`config.mk`:
```
export PLATFORM = sky130hd
export DESIGN_NAME = qdi_1of4_tx_stream
export DESIGN_NICKNAME = d
export VERILOG_FILES = /design/src/rtl/qdi_1of4_tx_stream.sv
export SDC_FILE = /design/constraint.sdc
export NUM_CORES = 1
export LEC_CHECK = 0
export CORE_UTILIZATION = 48
export DETAILED_ROUTE_END_ITERATION = 7
export PLACE_DENSITY = 0.74
export SETUP_SLACK_MARGIN = 0.4
export SLEW_MARGIN = 20
export SYNTH_ARGS = -nofsm -noshare
export SYNTH_HDL_FRONTEND = slang
export SYNTH_SLANG_ARGS = --single-unit
```
`constraint.sdc`:
```
create_clock -name CLK -period 7.8 [get_ports CLK]
set_input_delay 1.56 -clock CLK [delete_from_list [all_inputs] [get_ports CLK]]
set_output_delay 1.56 -clock CLK [all_outputs]
set_load 0.01 [all_outputs]
```
`src/rtl/qdi_1of4_tx_stream.sv`:
```
// rtl/qdi_1of4_tx_stream.sv - synchronous FIFO feeding a four-phase 1-of-4 QDI transmitter
module qdi_1of4_tx_stream #(
    parameter int DW          = 64,
    parameter int DEPTH       = 4,
    parameter int SYNC_STAGES = 2,
    parameter int CNT_W       = 32
) (
    input  logic                     CLK,
    input  logic                     RESET,
    input  logic [DW-1:0]            in_data,
    input  logic                     in_valid,
    output logic                     in_ready,
    output logic [2*DW-1:0]          Tx,
    input  logic [DW/2-1:0]          Txe,
    output logic                     busy,
    output logic [CNT_W-1:0]         tx_count,
    output logic [$clog2(DEPTH):0]   fifo_level
);

    localparam int ND = DW / 2;
    localparam int AW = $clog2(DEPTH);
    localparam int LW = AW + 1;

    typedef enum logic [1:0] {
        S_IDLE = 2'd0,
        S_DATA = 2'd1,
        S_NULL = 2'd2
    } state_t;

    // Each 2-bit digit becomes a one-hot nibble on its four rails.
    function automatic logic [2*DW-1:0] encode_1of4(input logic [DW-1:0] v);
        logic [2*DW-1:0] r;
        r = '0;
        for (int k = 0; k < ND; k++) begin
            r[4*k +: 4] = 4'b0001 << v[2*k +: 2];
        end
        return r;
    endfunction

    logic [ND-1:0]     sync_q [SYNC_STAGES];
    logic [ND-1:0]     txe_s;
    logic              txe_all_hi;
    logic              txe_all_lo;

    logic [DW-1:0]     mem_q [DEPTH];
    logic [AW-1:0]     wr_ptr_q, wr_ptr_d;
    logic [AW-1:0]     rd_ptr_q, rd_ptr_d;
    logic [LW-1:0]     level_q, level_d;
    logic              ready_q, ready_d;
    logic              push;
    logic              pop;

    state_t            state_q, state_d;
    logic [2*DW-1:0]   tx_q, tx_d;
    logic [CNT_W-1:0]  cnt_q, cnt_d;

    // Txe is asynchronous to CLK: bring every bit through a plain flop chain
    // before the FSM looks at it.
    always_ff @(posedge CLK or posedge RESET) begin
        if (RESET) begin
            for (int i = 0; i < SYNC_STAGES; i++) begin
                sync_q[i] <= '0;
            end
        end else begin
            sync_q[0] <= Txe;
            for (int i = 1; i < SYNC_STAGES; i++) begin
                sync_q[i] <= sync_q[i-1];
            end
        end
    end

    assign txe_s      = sync_q[SYNC_STAGES-1];
    assign txe_all_hi = &txe_s;
    assign txe_all_lo = ~|txe_s;

    assign push = in_valid && ready_q;

    // Payload storage; contents are meaningless once the pointers are reset,
    // so the array itself needs no reset.
    always_ff @(posedge CLK) begin
        if (push) begin
            mem_q[wr_ptr_q] <= in_data;
        end
    end

    // FIFO bookkeeping; in_ready is registered so it stays low through reset
    // and rises on the first edge afterwards.
    always_comb begin
        wr_ptr_d = wr_ptr_q;
        rd_ptr_d = rd_ptr_q;
        level_d  = level_q;
        if (push) begin
            wr_ptr_d = wr_ptr_q + AW'(1);
        end
        if (pop) begin
            rd_ptr_d = rd_ptr_q + AW'(1);
        end
        if (push && !pop) begin
            level_d = level_q + LW'(1);
        end else if (pop && !push) begin
            level_d = level_q - LW'(1);
        end
        ready_d = (level_d < LW'(DEPTH));
    end

    // Handshake FSM: IDLE waits for data and a ready receiver, DATA holds the
    // codeword until every digit is acknowledged, NULL holds zero until every
    // digit re-enables. Mixed enable patterns never move the FSM.
    always_comb begin
        state_d = state_q;
        tx_d    = tx_q;
        cnt_d   = cnt_q;
        pop     = 1'b0;
        case (state_q)
            S_IDLE: begin
                if ((level_q != '0) && txe_all_hi) begin
                    state_d = S_DATA;
                    tx_d    = encode_1of4(mem_q[rd_ptr_q]);
                end
            end
            S_DATA: begin
                if (txe_all_lo) begin
                    state_d = S_NULL;
                    tx_d    = '0;
                    pop     = 1'b1;
                    cnt_d   = cnt_q + CNT_W'(1);
                end
            end
            S_NULL: begin
                if (txe_all_hi) begin
                    state_d = S_IDLE;
                end
            end
            default: begin
                state_d = S_IDLE;
                tx_d    = '0;
            end
        endcase
    end

    // State, rails, counter and FIFO pointers; reset discards any in-flight token.
    always_ff @(posedge CLK or posedge RESET) begin
        if (RESET) begin
            state_q  <= S_IDLE;
            tx_q     <= '0;
            cnt_q    <= '0;
            wr_ptr_q <= '0;
            rd_ptr_q <= '0;
            level_q  <= '0;
            ready_q  <= 1'b0;
        end else begin
            state_q  <= state_d;
            tx_q     <= tx_d;
            cnt_q    <= cnt_d;
            wr_ptr_q <= wr_ptr_d;
            rd_ptr_q <= rd_ptr_d;
            level_q  <= level_d;
            ready_q  <= ready_d;
        end
    end

    assign Tx         = tx_q;
    assign in_ready   = ready_q;
    assign tx_count   = cnt_q;
    assign fifo_level = level_q;
    assign busy       = (state_q != S_IDLE) || (level_q != '0);

endmodule

```
Word-level counts from Yosys, hierarchy flattened
Memory sizes are Yosys's and may differ from the RTL's.
Index checks and enable logic that the tools add are counted.
{"block": "totals", "reg_bits": 234, "mem_bits_rw": 256, "inputBits": 99, "out_inout_bits": 165, "elab_cells": 83, "n_memories": 1}
{"block": "classes", "add_sub_neg": 5, "order_cmp": 1, "eq_ne": 5, "shifts": 32, "mux": 13, "bitwise_logic": 2, "n_reduce_logical": 15}
{"name": "mem_q", "depth": 4, "width": 64, "rd": 1, "rd_ports_with_merged_regs": 0, "write_ports": 1, "line": "45", "source": "logic [DW-1:0] mem_q [DEPTH];"}
{"operator": "128-bit case mux with 3 select lines", "count": 1}
{"operator": "128-bit two-way mux", "count": 2}
{"operator": "1-bit by 2-bit left shift with 4-bit output (first input constant)", "count": 32}
{"operator": "32-bit by 1-bit adder with 32-bit output (second input constant)", "count": 1}
{"operator": "32-bit AND reduction", "count": 1}
{"operator": "32-bit OR reduction", "count": 1}
{"operator": "2-bit two-way mux", "count": 3}
{"operator": "3-bit two-way mux", "count": 2}
{"operator": "2-bit inequality test (second input constant)", "count": 3}
{"operator": "2-bit case mux with 3 select lines", "count": 1}
{"operator": "3-bit AND reduction", "count": 2}
{"operator": "2-bit by 1-bit adder with 2-bit output (second input constant)", "count": 2}
{"operator": "1-bit logical AND", "count": 4}
{"operator": "1-bit two-way mux", "count": 4}
{"operator": "3-bit by 1-bit adder with 3-bit output (second input constant)", "count": 1}
{"operator": "3-bit < comparator (second input constant)", "count": 1}
{"operator": "3-bit nonzero test", "count": 1}
{"operator": "3-bit by 1-bit subtractor with 3-bit output (second input constant)", "count": 1}
{"operator": "2-bit by 1-bit equality test with 1-bit output (second input constant)", "count": 1}
{"operator": "2-bit equality test (second input constant)", "count": 1}
{"operator": "1-bit zero test", "count": 2}
{"operator": "2-bit zero test", "count": 1}
{"operator": "1-bit NOT", "count": 2}
{"operator": "2-bit AND reduction", "count": 1}
{"operator": "other kinds (2)", "count": 2}

Longest topological paths before layout
Gate-level depths: netlist of run 1.
{"block": "depth", "ltp_word": 7, "mapped_depth": 9, "ltp_nobuf": 8}

Least setup slack after synthesis of run 1
Ideal clock, no wire load.
{"block": "synth_path", "path_type": "input port to flip-flop", "startpoint": "in in_valid", "endpoint": "mem mem_q[0][0], enable pin", "setup_time_ns": 0.429, "arrival_time_ns": 3.115, "t_required_ns": 7.371, "path_slack_ns": 4.256, "stages": 1, "path_buffers": 0, "cell_sequence": "and3_1"}
{"block": "synth_via", "elab_chain_cells": 3}
{"item": "start: declaration", "line": "11", "source": "input logic in_valid,"}
{"item": "1-bit logical AND", "line": "76", "source": "assign push = in_valid && ready_q;"}
{"item": "1-bit two-way mux", "line": "81", "source": "if (push) begin"}
{"item": "1-bit two-way mux (not written as such)", "line": "82", "source": "mem_q[wr_ptr_q] <= in_data;"}
{"item": "end: declaration", "line": "45"}
No other way between the ends.

Worst setup path in the final report of run 1
{"block": "layout_path", "startpoint": "reg level_q[0], in the netlist fifo_level[0]", "endpoint": "out busy"}
{"block": "layout_via", "elab_chain_cells": 2}
{"item": "start: declaration", "line": "48", "source": "logic [LW-1:0] level_q, level_d;"}
{"item": "start signal: assignment", "line": "157", "source": "level_q <= level_d;"}
{"item": "3-bit nonzero test", "line": "166", "source": "assign busy = (state_q != S_IDLE) || (level_q != '0);"}
{"item": "1-bit logical OR", "line": "166"}
{"item": "end: declaration", "line": "15", "source": "output logic busy,"}
No other way between the ends.

==> reports/metrics.yaml, run 1 <==
cts.sinks: 490
fin_crit_ps: 3590
status: "completed"
switching_share: 0.229
cts-buffers-inserted: 48
yosys.area.top_type_share: 0.417
globalRouteMet3Util: 0.0421
rsz0062_at_grt: "no"
cts_setup_buffers: 0
start_kind: "flop"
layout_common_cells: "clkdlybuf4s50_1, edfxtp_1, dfrtp_1"
drive_gt1_frac: 0.212
gr-usage-met1: 0.270
ys_warn_count: 0
vias: 10200
r2r_slack_ps: 4950
p_sw_w: 0.00135
drt_iter0_drc: 498
path_class: "flop to output pin"
finalCritPeriodShare: 0.461
synth_edf_count: 256
synthTopCellsByArea: "edfxtp_1, dfrtp_1, mux4_2"
layout_commonest_cell: "clkdlybuf4s50_1"
hpwl_um: 23000
drv_cap: 0
synth_adder_area_share: 0.00679
clockBufferDepth: 3
yosysSeqAreaShare: 0.735
synth_top_family_by_area: "simple AND/OR/NAND/NOR gates"
syn_inst: 1069
dp.cells: 1791
max_slew_margin: 0.292
wirelength_um: 37800
drt_pass1_iterations: 5
root_buffer: "clkbuf_16"
die_h_um: 198
required_ps: 6240
synth_area_leader_cell: "edfxtp_1"
slowest_delay_ps: 540
worst_slew_pin_slew_ps: 1060
max_freq_mhz: 278
setup_viol: 0
post-route-util: 0.614
synth_simple_gate_area_frac: 0.0830
synth_xor_area_frac: 0.0166
grt_pass1_vias: 10500
die-width_um: 198
comb_power_share: 0.088
intPower_w: 0.00455
yosysUniqueCellTypes: 37
syn_area_mm2: 0.0184
setup_tns_ps: 0
final_hold_viol_count: 0
core_area_mm2: 0.0378
hold_class: "flop to flop"
syn2layout_area_growth_pct: 25.7
powerDensity_mw_per_mm2: 254
crit_slowest_cell: "clkdlybuf4s50_1"
drc: 0
cts_max_level: 2
start_util: 0.488
critPathMaxFanout: 5
clk_pin_slew_ps: 60
power.leakage_nw: 8.64
use_met2: 0.320
finClkSkew_ps: 26.0
vdd_drop_max_uv: 160
syn_area_per_cell_um2: 17.2
grt_use_total: 0.199
crit_end: "busy"
overflow: 0
synth-compound-area-share: 0.0642
p_seq_frac: 0.527
crit_chain: "inv_1, ha_1, nor2b_1, nand2_1, clkdlybuf4s50_1"
dieArea_mm2: 0.0392
antenna_found_initial: 3
nets: 1440
cts_resized: 0
cp-startpoint: "fifo_level[0]$_DFFE_PP0P_"
synth_flop_cell: "edfxtp_1"
clockPowerShare: 0.385
wl_per_cell_um: 20.1
gr-max-usage-layer: "met2"
cts.hold.buffers_added: 0
grt_pass1_wl_um: 59200
synthMuxAreaShare: 0.0794
reg2reg_from: "txe_s[1]$_DFF_PP0_"
timing.rr.end: "Tx[74]$_DFFE_PP0P_"
ys_ff_latch: 490
ios: 264
rows: 71
synth_nets: 1178
cts_tree: "built"
synthArstFlopShare: 0.478
end_kind: "output pin"
whs_ps: 345
final_antenna_net_count: 0
via_per_inst: 5.43
gp_congestion: 0.764
clkLatencyLatePin_ps: 580
portBuffers: 263
grt_max_degree: 257
slew_viol_final: 0
reg2reg_depth: 7
critPathArrivalTime_ps: 2030
final_cells: 1885
final cells by class:
class,count,area (um2)
Inverter,9,37.5
Multi-Input combinational cell,511,4640
Clock inverter,23,200
Sequential cell,490,13600
Fill cell,2723,14600
Timing Repair Buffer,271,2740
Tap cell,511,639
Antenna cell,3,7.51
Clock buffer,67,1370
metrics by stage:
| stage | power [W] | area [um2] | worst slack, ps |
|---|---|---|---|
| after floorplan | 0.00345 | 18400 | 3180 |
| after global placement | 0.00366 | 21600 | 4340 |
| after detailed placement | 0.00369 | 21600 | 4300 |
| after CTS | 0.00597 | 23100 | 4160 |
| after global routing | 0.00613 | 23200 | 4110 |
| final | 0.00590 | 23200 | 4210 |
critical path, delay by kind of cell, from the launching register on:
family | cells | cell delay [ps]
AND/OR/NAND/NOR | 2 | 230
adder cells (fa/ha/maj) | 1 | 190
buffers and inverters | 2 | 630
flip-flops | 1 | 420
cells by family (layout without fill, tap and decap cells):
family | after synthesis | after routing
flops | 490 | 490
simple gates | 261 | 261
compound gates | 139 | 139
buf+inv | 68 | 370
mux | 66 | 66
xor+xnor | 35 | 35
fa+ha+maj | 10 | 10
other cells | 0 | 3
cells in the mapped netlist, drive strengths merged, types with 2 or more instances:
library cell / n
nand4b: 2
nor2b: 2
buf: 15
mux4: 64
a21oi: 2
nor2: 37
and3: 12
mux2: 2
nand4: 23
xor2: 3
edfxtp: 256
nand2: 49
xnor2: 32
and4bb: 2
nor3b: 64
nor3: 34
nor4: 13
ha: 10
inv: 9
clkbuf: 44
a31o: 129
dfrtp: 234
o21ai: 7
nand3: 17
and2: 2
how the worst min path moves through the flow:
| stage | startpoint | endpoint | slack (ps) | depth (start not counted) |
|---|---|---|---|---|
| after floorplan | sync_q[32]$_DFF_PP0_ | txe_s[0]$_DFF_PP0_ | 330 | 0 |
| after global placement | sync_q[38]$_DFF_PP0_ | txe_s[6]$_DFF_PP0_ | 330 | 0 |
| after detailed placement | sync_q[33]$_DFF_PP0_ | txe_s[1]$_DFF_PP0_ | 330 | 0 |
| after CTS | sync_q[60]$_DFF_PP0_ | txe_s[28]$_DFF_PP0_ | 350 | 0 |
| after global routing | sync_q[55]$_DFF_PP0_ | txe_s[23]$_DFF_PP0_ | 350 | 0 |
| final | sync_q[34]$_DFF_PP0_ | txe_s[2]$_DFF_PP0_ | 340 | 0 |
power groups by stage:
| stage | combinational, W | clock, W | sequential [W] |
|---|---|---|---|
| global route | 0.000576 | 0.00242 | 0.00313 |
| detailed placement | 0.000532 | 0 | 0.00316 |
| floorplan | 0.000300 | 0 | 0.00315 |
| finish | 0.000518 | 0.00227 | 0.00310 |
| CTS | 0.000535 | 0.00232 | 0.00311 |
| global placement | 0.000520 | 0 | 0.00314 |
metal layers:
layer | vias up | wire (um)
met5 | - | 0
met4 | 0 | 846
met3 | 55 | 2050
met2 | 255 | 18700
met1 | 5236 | 16200
li1 | 4695 | -
flip-flops by register name (all words and copies together), names as in the netlist, named ones only:
signal / cells
in_ready: 1
sync_q: 32
wr_ptr_q: 2
mem_q: 256
state_q: 2
rd_ptr_q: 2
fifo_level: 2
tx_count: 32
txe_s: 32
Tx: 128
No activity file was read; power rests on OpenSTA's default activity.
==> inputs of run 2 (changes only) <==
Settings changed: PLACE_DENSITY 0.74 to 0.72.
Clock period 7.8 ns to 3.4 ns, I/O delays scaled along.
==> reports/metrics.yaml, run 2 (synthesized netlist as in run 1, its figures left out) <==
status: "completed"
via_per_inst: 5.45  # +0.29%
finClkSkew_ps: 14.8  # -11.2 ps
final_cells: 1903  # +0.95%
die-width_um: 198  # unchanged
grt_pass1_wl_um: 60100  # +1.4%
layout_commonest_cell: "clkdlybuf4s50_1"
wl_per_cell_um: 20.1  # +0.33%
critPathArrivalTime_ps: 2040  # about the same
power.leakage_nw: 8.81  # +1.9%
clk_pin_slew_ps: 60  # about the same
placed_cell_area_mm2: 0.0218  # +1.1%
cts_max_level: 2  # unchanged
start_util: 0.488  # unchanged
ios: 264  # unchanged
clockBufferDepth: 3  # unchanged
dieArea_mm2: 0.0392  # unchanged
antenna_found_initial: 7  # +4
drive_gt1_frac: 0.225  # +0.0133
syn2layout_area_growth_pct: 27.5
finalCritPeriodShare: 0.799
root_buffer: "clkbuf_16"
whs_ps: 346  # +1.52 ps
end_kind: "output pin"
worst_slew_pin_slew_ps: 1040  # -20.0 ps
core_area_mm2: 0.0378  # unchanged
cts_tree: "built"
drc: 0  # unchanged
setup_tns_ps: 0  # unchanged
cts-buffers-inserted: 49  # +2.1%
nets: 1457  # +1.2%
final_hold_viol_count: 0  # unchanged
required_ps: 2720  # -3520 ps
max_slew_margin: 0.306  # +0.0133
wirelength_um: 38300  # +1.3%
die_h_um: 198  # unchanged
hold_class: "flop to flop"
layout_common_cells: "clkdlybuf4s50_1, edfxtp_1, dfrtp_1"
cts_setup_buffers: 0  # unchanged
critPathMaxFanout: 5  # unchanged
start_kind: "flop"
dp.cells: 1807  # +0.89%
fin_crit_ps: 2720
hpwl_um: 24700  # +7.5%
drt_iter0_drc: 558  # +12%
clkLatencyLatePin_ps: 570  # about the same
max_freq_mhz: 368
grt_pass1_vias: 10800  # +2.9%
slew_viol_final: 0  # unchanged
vdd_drop_max_uv: 407  # +150%
vias: 10400  # +1.2%
portBuffers: 263  # unchanged
rsz0062_at_grt: "no"
cts_resized: 0  # unchanged
fin_area_mm2: 0.0235  # +1.4%
rows: 71  # unchanged
setup_viol: 0  # unchanged
cts.hold.buffers_added: 0  # unchanged
drv_cap: 0  # unchanged
post-route-util: 0.623  # +0.00865
grt_max_degree: 91  # -65%
final_antenna_net_count: 0  # unchanged
largest_reg_flops: 256  # unchanged
regMostFlops: "mem_q"
grt_use_total: 0.201  # +0.00270
path_class: "flop to output pin"
cts.sinks: 490  # unchanged
drt_pass1_iterations: 5  # unchanged
gp_congestion: 0.788  # +3.1%
overflow: 0  # unchanged
powerDensity_mw_per_mm2: 586  # +130%
[run 2: cell count changes in the layout (fill, tap and decap cells not counted), sizes merged]
cell / change
diode: +1
clkinv: -8
buf: +16
clkbuf: +9
[run 2: critical path, stage by stage, from the launching register on]
cell             delay [ps]
dfrtp_1                 420
inv_1                    80
ha_1                    190
nor2b_1                 150
nand2_1                  80
clkdlybuf4s50_1         540
[run 2: final timing paths]
kind / slack, ps / endpoint / cells past startpoint / startpoint
max reg2reg: 970 / fifo_level[1]$_DFFE_PP0P_ / 8 / txe_s[17]$_DFF_PP0_
max: 680 / busy / 5 / fifo_level[0]$_DFFE_PP0P_
min in group asynchronous: 610 / Tx[112]$_DFFE_PP0P_ / 2 / RESET
min reg2reg: 350 / txe_s[10]$_DFF_PP0_ / 0 / sync_q[42]$_DFF_PP0_
min: 350 / txe_s[10]$_DFF_PP0_ / 0 / sync_q[42]$_DFF_PP0_
max in group asynchronous: 2030 / txe_s[12]$_DFF_PP0_ / 3 / RESET
[run 2: routing by layer]
metal	global-route usage	wire, um	vias to the layer above
li1	-	-	4731
met5	0	42	-
met4	0.0738	1120	6
met2	0.324	18600	254
met1	0.268	16300	5306
met3	0.0491	2210	72
[run 2: metrics by stage]
stage	setup WS (ps)	total power, W
global placement	877	0.00844
floorplan	-344	0.00791
global route	572	0.0143
CTS	613	0.0139
finish	684	0.0138
detailed placement	878	0.00850
[run 2: area by class of cell]
class	instances	area (um2)
Fill cell	2731	14200
Sequential cell	490	13600
Multi-Input combinational cell	511	4640
Timing Repair Buffer	287	2970
Clock buffer	76	1490
Tap cell	511	639
Clock inverter	15	170
Inverter	9	37.5
Antenna cell	4	10.0
[run 2: power by group]
| group | total (W) | switching, W | internal [W] |
|---|---|---|---|
| Sequential | 0.00712 | 0.000156 | 0.00696 |
| Combinational | 0.00123 | 0.000752 | 0.000480 |
| Clock | 0.00543 | 0.00219 | 0.00324 |
